==> config.mk <==
export PLATFORM = sky130hd
export DESIGN_NAME = alu_sequencer
export DESIGN_NICKNAME = d
export VERILOG_FILES = /design/src/rtl/alu_sequencer.sv
export SDC_FILE = /design/constraint.sdc
export NUM_CORES = 1
export LEC_CHECK = 0
export CAP_MARGIN = 20
export CORE_ASPECT_RATIO = 0.6
export CORE_MARGIN = 2
export CORE_UTILIZATION = 26
export CTS_BUF_LIST = sky130_fd_sc_hd__clkbuf_8
export DETAILED_ROUTE_END_ITERATION = 6
export GPL_TIMING_DRIVEN = 0
export PLACE_DENSITY = 0.53
export SLEW_MARGIN = 20
export SYNTH_ARGS = -nofsm -noshare
export SYNTH_HDL_FRONTEND = slang
export SYNTH_SLANG_ARGS = --single-unit
==> constraint.sdc <==
create_clock -name i_clk -period 3.8 [get_ports i_clk]
set_input_delay 1.14 -clock i_clk [delete_from_list [all_inputs] [get_ports i_clk]]
set_output_delay 1.14 -clock i_clk [all_outputs]
set_load 0.05 [all_outputs]
==> src/rtl/alu_sequencer.sv <==
// alu_sequencer: request-driven controller for the 8-bit ALU.
// Accepts one operation per req valid/ready handshake, optionally preloads the ALU
// carry flag (PRESET), executes the op exactly once (EXEC), samples the ALU result
// and flags (CAPTURE), then returns result, flags and branch-taken on the response
// channel (RESP).
// Ports:
//   i_clk, i_reset          clock, synchronous active-high reset
//   i_req_*, o_req_ready     request channel (op, operands, carry-in, condition)
//   o_alu_fun_sel/a/b        drive ALU FunSel and operands
//   i_alu_out, i_alu_flags   ALU OutALU and ZCNO ([3]=Z, [2]=C, [1]=N, [0]=O)
//   o_resp_*, i_resp_ready   response channel (result, flags, taken)
module alu_sequencer (
  input  logic       i_clk,
  input  logic       i_reset,
  input  logic       i_req_valid,
  output logic       o_req_ready,
  input  logic [3:0] i_req_op,
  input  logic [7:0] i_req_a,
  input  logic [7:0] i_req_b,
  input  logic       i_req_carry_in,
  input  logic [2:0] i_req_cond,
  output logic [3:0] o_alu_fun_sel,
  output logic [7:0] o_alu_a,
  output logic [7:0] o_alu_b,
  input  logic [7:0] i_alu_out,
  input  logic [3:0] i_alu_flags,
  output logic       o_resp_valid,
  input  logic       i_resp_ready,
  output logic [7:0] o_resp_result,
  output logic [3:0] o_resp_flags,
  output logic       o_resp_taken
);

  localparam logic [3:0] FunPassA = 4'h0;
  localparam logic [3:0] FunLsl   = 4'hB;
  localparam logic [3:0] OpAddC   = 4'h4;
  localparam logic [3:0] OpCsr    = 4'hF;

  typedef enum logic [2:0] {StIdle, StPreset, StExec, StCapture, StResp} state_e;

  state_e     r_state, w_state_next;
  logic [3:0] r_op;
  logic [7:0] r_a, r_b;
  logic       r_cin;
  logic [2:0] r_cond;
  logic       r_track_c, r_c_known;
  logic [7:0] r_resp_result;
  logic [3:0] r_resp_flags;
  logic       r_resp_taken;
  logic       w_need_c;
  logic       w_taken;

  // Preset only when the op consumes carry and the ALU carry is not already correct.
  assign w_need_c = ((i_req_op == OpAddC) || (i_req_op == OpCsr)) &&
                    (!r_c_known || (r_track_c != i_req_carry_in));

  // Branch condition evaluated on the flags being captured this cycle.
  always_comb begin
    w_taken = 1'b0;
    unique case (r_cond)
      3'd0: w_taken = 1'b1;
      3'd1: w_taken = i_alu_flags[3];
      3'd2: w_taken = ~i_alu_flags[3];
      3'd3: w_taken = i_alu_flags[2];
      3'd4: w_taken = ~i_alu_flags[2];
      3'd5: w_taken = i_alu_flags[1];
      3'd6: w_taken = ~i_alu_flags[1];
      3'd7: w_taken = i_alu_flags[0];
      default: w_taken = 1'b0;
    endcase
  end

  // State register
  always_ff @(posedge i_clk) begin
    if (i_reset) begin
      r_state <= StIdle;
    end else begin
      r_state <= w_state_next;
    end
  end

  // Next-state logic
  always_comb begin
    w_state_next = r_state;
    unique case (r_state)
      StIdle:    if (i_req_valid) w_state_next = w_need_c ? StPreset : StExec;
      StPreset:  w_state_next = StExec;
      StExec:    w_state_next = StCapture;
      StCapture: w_state_next = StResp;
      StResp:    if (i_resp_ready) w_state_next = StIdle;
      default:   w_state_next = StIdle;
    endcase
  end

  // Outputs: the latched op reaches FunSel only in EXEC, so it executes exactly once.
  always_comb begin
    o_req_ready   = 1'b0;
    o_resp_valid  = 1'b0;
    o_alu_fun_sel = FunPassA;
    o_alu_a       = r_a;
    o_alu_b       = r_b;
    unique case (r_state)
      StIdle:  o_req_ready = 1'b1;
      StPreset: begin
        // LSL shifts the requested carry out of bit 7 into the ALU C flag.
        o_alu_fun_sel = FunLsl;
        o_alu_a       = {r_cin, 7'b0};
        o_alu_b       = 8'h00;
      end
      StExec:    o_alu_fun_sel = r_op;
      StCapture: o_alu_fun_sel = FunPassA;
      StResp:    o_resp_valid  = 1'b1;
      default:   o_alu_fun_sel = FunPassA;
    endcase
  end

  // Request latch, carry tracking and response capture
  always_ff @(posedge i_clk) begin
    if (i_reset) begin
      r_op          <= 4'h0;
      r_a           <= 8'h00;
      r_b           <= 8'h00;
      r_cin         <= 1'b0;
      r_cond        <= 3'd0;
      r_track_c     <= 1'b0;
      r_c_known     <= 1'b0;
      r_resp_result <= 8'h00;
      r_resp_flags  <= 4'h0;
      r_resp_taken  <= 1'b0;
    end else begin
      if ((r_state == StIdle) && i_req_valid) begin
        r_op   <= i_req_op;
        r_a    <= i_req_a;
        r_b    <= i_req_b;
        r_cin  <= i_req_carry_in;
        r_cond <= i_req_cond;
      end
      if (r_state == StPreset) begin
        r_track_c <= r_cin;
        r_c_known <= 1'b1;
      end
      if (r_state == StCapture) begin
        r_resp_result <= i_alu_out;
        r_resp_flags  <= i_alu_flags;
        r_resp_taken  <= w_taken;
        r_track_c     <= i_alu_flags[2];
        r_c_known     <= 1'b1;
      end
    end
  end

  assign o_resp_result = r_resp_result;
  assign o_resp_flags  = r_resp_flags;
  assign o_resp_taken  = r_resp_taken;

endmodule

Word-level counts from Yosys, hierarchy flattened:

Index checks and enable logic that the tools add are counted.

* divide/modulo/power cells: 0
* add/sub/neg operators: 0
* magnitude comparators: 0
* shifts and indexed selects: 0
* bitwise operators: 3
* reductions and logical operators: 9
* multiply operators: 0
* equal/unequal tests: 16
* muxes and demuxes: 14

Operator list (count)
* $mux 8: 2
* $eq 3x3->1 const B: 5
* $pmux 3 s5: 1
* $eq 3x2->1 const B: 4
* $pmux 1 s8: 1
* $pmux 4 s2: 1
* $eq 3x1->1 const B: 2
* $logic_not 3->1: 2
* $mux 1: 6
* $mux 3: 2
* $eq 4x3->1 const B: 1
* $eq 4x4->1 const B: 1
* $ne 2x2->1 const B: 2
* $not 1->1: 3
* $logic_and 1x1->1: 2
* $logic_or 1x1->1: 2
* $mux 2: 1
* $reduce_and 2->1: 1
* $reduce_bool 2->1: 1
* $logic_not 1->1: 1
* $ne 1x1->1: 1

* register bits after elaboration: 42
* logic and storage cells: 53
* RAM bits: 0
* ROM bits: 0
* bits in latches: 0
* memories kept: 0
* input bits: 40

Longest topological paths before layout:

* word-level depth: 6
* depth in mapped cells: 7
* mapped depth without buffers: 4

Worst setup path after synthesis:

Ideal clock, no wire load.

* path type: reg-to-output
* from: reg r_state[1]
* to: out o_alu_a[1]
* slack: 1132 ps
* cell stages (with the launch flop): 6
* path buffers: 2
* arrival time: 1528 ps
* cell sequence: dfxtp_1 > buf_6 > nand2b_2 > nor2_4 > clkbuf_1 > nor2b_1

* cells in the longest elaborated chain, start to end: 2

Ends and longest elaborated chain
* start: declaration: line 41 `state_e r_state, w_state_next;`
* start signal: assignment: line 76 `r_state <= StIdle;`
* start signal: assignment: line 78 `r_state <= w_state_next;`
* $eq 3x1->1: line 102 `unique case (r_state)`
* $mux 8: line 102
* end: declaration: line 23 `output logic [7:0] o_alu_a,`

Every way passes these cells.

Final worst setup path:

* from: reg r_state[1]
* to: out o_alu_a[7]

The elaborated chain is that of the path after synthesis.

==> flow_summary.json <==
{
  "synth.distinct_cells": 30,
  "fp.dieH_um": 68.3,
  "rows": 23,
  "status": "finished clean",
  "criticalPathCategory": "reg -> out",
  "hpwl_um": 3750,
  "crit_path_max_fanout": 16,
  "slew_violations": 0,
  "leakagePower_uw": 0.00101,
  "via_per_inst": 4.37,
  "cts.path.max_buffers": 2,
  "first_iter_violations": 87,
  "htreeDepth": 2,
  "core_area_um2": 6680,
  "arrival_ps": 2380,
  "dr_wl_met2_um": 1910,
  "startpoint_type": "register",
  "rsz0062_at_grt": "false",
  "clock_latency_ps": 300,
  "critPathRequiredTime_ps": 2660,
  "grt_pass1_vias": 1662,
  "crit_path_start": "r_state[1]",
  "finalSetupViolCount": 0,
  "firstDrtPassIters": 4,
  "drt-met1-wl_um": 2520,
  "grt_overflow": 0,
  "layout.core_utilization": 0.410,
  "skew_ps": 10.6,
  "r2r_cells": 4,
  "reg2reg_to": "o_resp_taken",
  "port_buffers": 73,
  "path_cells": "buf_6 > nand2b_2 > nor2_4 > mux2_2 > clkdlybuf4s50_1",
  "worstHoldStart": "r_a[3]",
  "grt.total_usage": 0.138,
  "grt_max_degree": 14,
  "dieArea_um2": 7590,
  "antenna_found_initial": 0,
  "root_buffer": "clkbuf_8",
  "seq_area_um2": 841,
  "cts_hold_buf": 0,
  "multiInputGateArea_um2": 851,
  "netlist_instances": 225,
  "fin_crit_ps": 3520,
  "crit_path_end_kind": "primary output",
  "antenna_cells": 0,
  "cpPeakStageDelay_ps": 700,
  "period_share": 0.926,
  "drive_gt1_frac": 0.0787,
  "initial_utilization": 0.268,
  "route.met3.wl_um": 438,
  "ir_drop_mv": 0.161,
  "power_density_nw_per_um2": 410,
  "hp-class": "reg -> reg",
  "cts_buffers": 5,
  "syn_nets": 265,
  "cap_violations": 0,
  "nFillCells": 717,
  "cts_tree": "yes",
  "pin_count": 75,
  "synth-seq-cells": 42,
  "cts_sinks": 42,
  "area_growth_pct": 52.8,
  "slowest_stage": "clkdlybuf4s50_1",
  "die_w_um": 111,
  "clk_pin_slew_worst_paths_ps": 80,
  "grt_first_pass_wirelength_um": 8160,
  "cts_repair_resize_count": 0,
  "crit_end": "o_alu_a[7]",
  "avgSynthCellArea_um2": 7.96,
  "finalSetupTns_ps": 0,
  "vias": 1714,
  "relSlewSlack": 0.644,
  "wl_per_cell_um": 12.5,
  "finalHoldViolCount": 0,
  "fin_nets": 344,
  "yosysSeqAreaShare": 0.470,
  "rrSetupSlack_ps": 2260,
  "ant_nets": 0,
  "tightest_slew_ps": 532,
  "timing.rr.start": "r_cond[1]",
  "mappedNetlistArea_um2": 1790,
  "fmax_mhz": 284,
  "cts_setup_buffers": 0,
  "drc_errors": 0,
  "gp_congestion": 0.741,
  "yosysWarnings": 0,
  "routed_wl_um": 4900,
  "dr.max_layer_used": "met4"
}
[per-layer routing]
layer  up-vias  track usage
met5         -            0
met4         0       0.0370
met3         5       0.0514
met2        58        0.202
met1       764        0.192
li1        887            -
[cell usage after synthesis, drive strengths merged]
cell type / number / share of area
and2b: 6 / 0.026
a2111oi: 1 / 0.0049
dfxtp: 42 / 0.47
a21boi: 1 / 0.0042
inv: 2 / 0.0042
o221ai: 1 / 0.0049
mux2i: 2 / 0.011
buf: 9 / 0.038
nor3: 4 / 0.017
nand2b: 2 / 0.0084
clkbuf: 6 / 0.013
nor2: 8 / 0.021
mux4: 1 / 0.013
a21oi: 40 / 0.11
o21a: 1 / 0.0042
and3b: 1 / 0.0049
xor2: 1 / 0.0049
nor2b: 11 / 0.038
and3: 1 / 0.0035
a211oi: 1 / 0.0042
and2: 3 / 0.010
nand2: 78 / 0.16
mux2: 3 / 0.019
[critical path, delay by kind of cell, from the launching register on]
kind	cells	cell delay [ps]
muxes	1	380
and+or+nand+nor	2	550
buffers and inverters	2	830
DFF	1	310
[placed cells by master (no fill, tap or decap), types with 2 or more instances in the layout]
cell type	count
clkbuf_8	5
clkdlybuf4s50_1	73
dfxtp_1	42
buf_2	4
and2b_1	5
nor2_1	7
and2_1	3
nor3_1	3
a21oi_1	40
mux2_2	2
buf_4	2
mux2i_1	2
clkinv_2	2
nor2b_1	11
buf_6	3
inv_1	2
nand2_1	78
clkbuf_1	5
[report_power, final]
group | leakage (uW) | internal (uW) | total (uW) | switching, uW
combinational | 0.000607 | 122 | 290 | 169
sequential | 0.000343 | 467 | 483 | 15.6
clock | 0.0000579 | 193 | 348 | 155
total | 0.00101 | 783 | 1120 | 339
[cells by family (layout without fill, tap and decap cells)]
family / after synthesis / in the layout / synth area share
AOI/OAI and AO/OA: 45 / 45 / 0.134
xor gates and xnor gates: 1 / 1 / 0.00489
buffers and inverters: 17 / 97 / 0.0552
DFF: 42 / 42 / 0.470
muxes: 6 / 6 / 0.0426
and+or+nand+nor: 114 / 114 / 0.294
[cell type report]
class                           instances  share of cell area
Inverter                                2             0.00274
Clock buffer                            5              0.0252
Tap cell                               87              0.0398
Sequential cell                        42               0.307
Multi-Input combinational cell        166               0.311
Clock inverter                          3              0.0146
Timing Repair Buffer                   73               0.267
Buffer                                 14              0.0320
[state kept, by name, summed over array words and instances (netlist names)]
register	cells
r_b	8
r_track_c	1
r_a	8
r_cin	1
r_op	4
o_resp_flags	4
r_state	3
o_resp_result	8
o_resp_taken	1
r_cond	3
r_c_known	1
[through the flow]
stage	worst slack (ps)	cells	hold WS (ps)	cell area, um^2	total power, uW
floorplan	1130	225	432	1790	672
finish	281	392	451	2740	1120
detailed placement	471	385	444	2630	787
global route	134	392	477	2740	1180
CTS	136	393	455	2740	1140
global placement	451	385	437	2630	786
[worst min-delay path by stage]
stage,end,cells after the start
2_1_floorplan,r_a[1],2
3_3_place_gp,r_b[7],2
3_5_place_dp,r_b[4],2
4_1_cts,r_b[4],2
5_1_grt,r_a[2],2
6_report,r_a[3],2
Note: power is estimated with default switching activity, not from simulation.
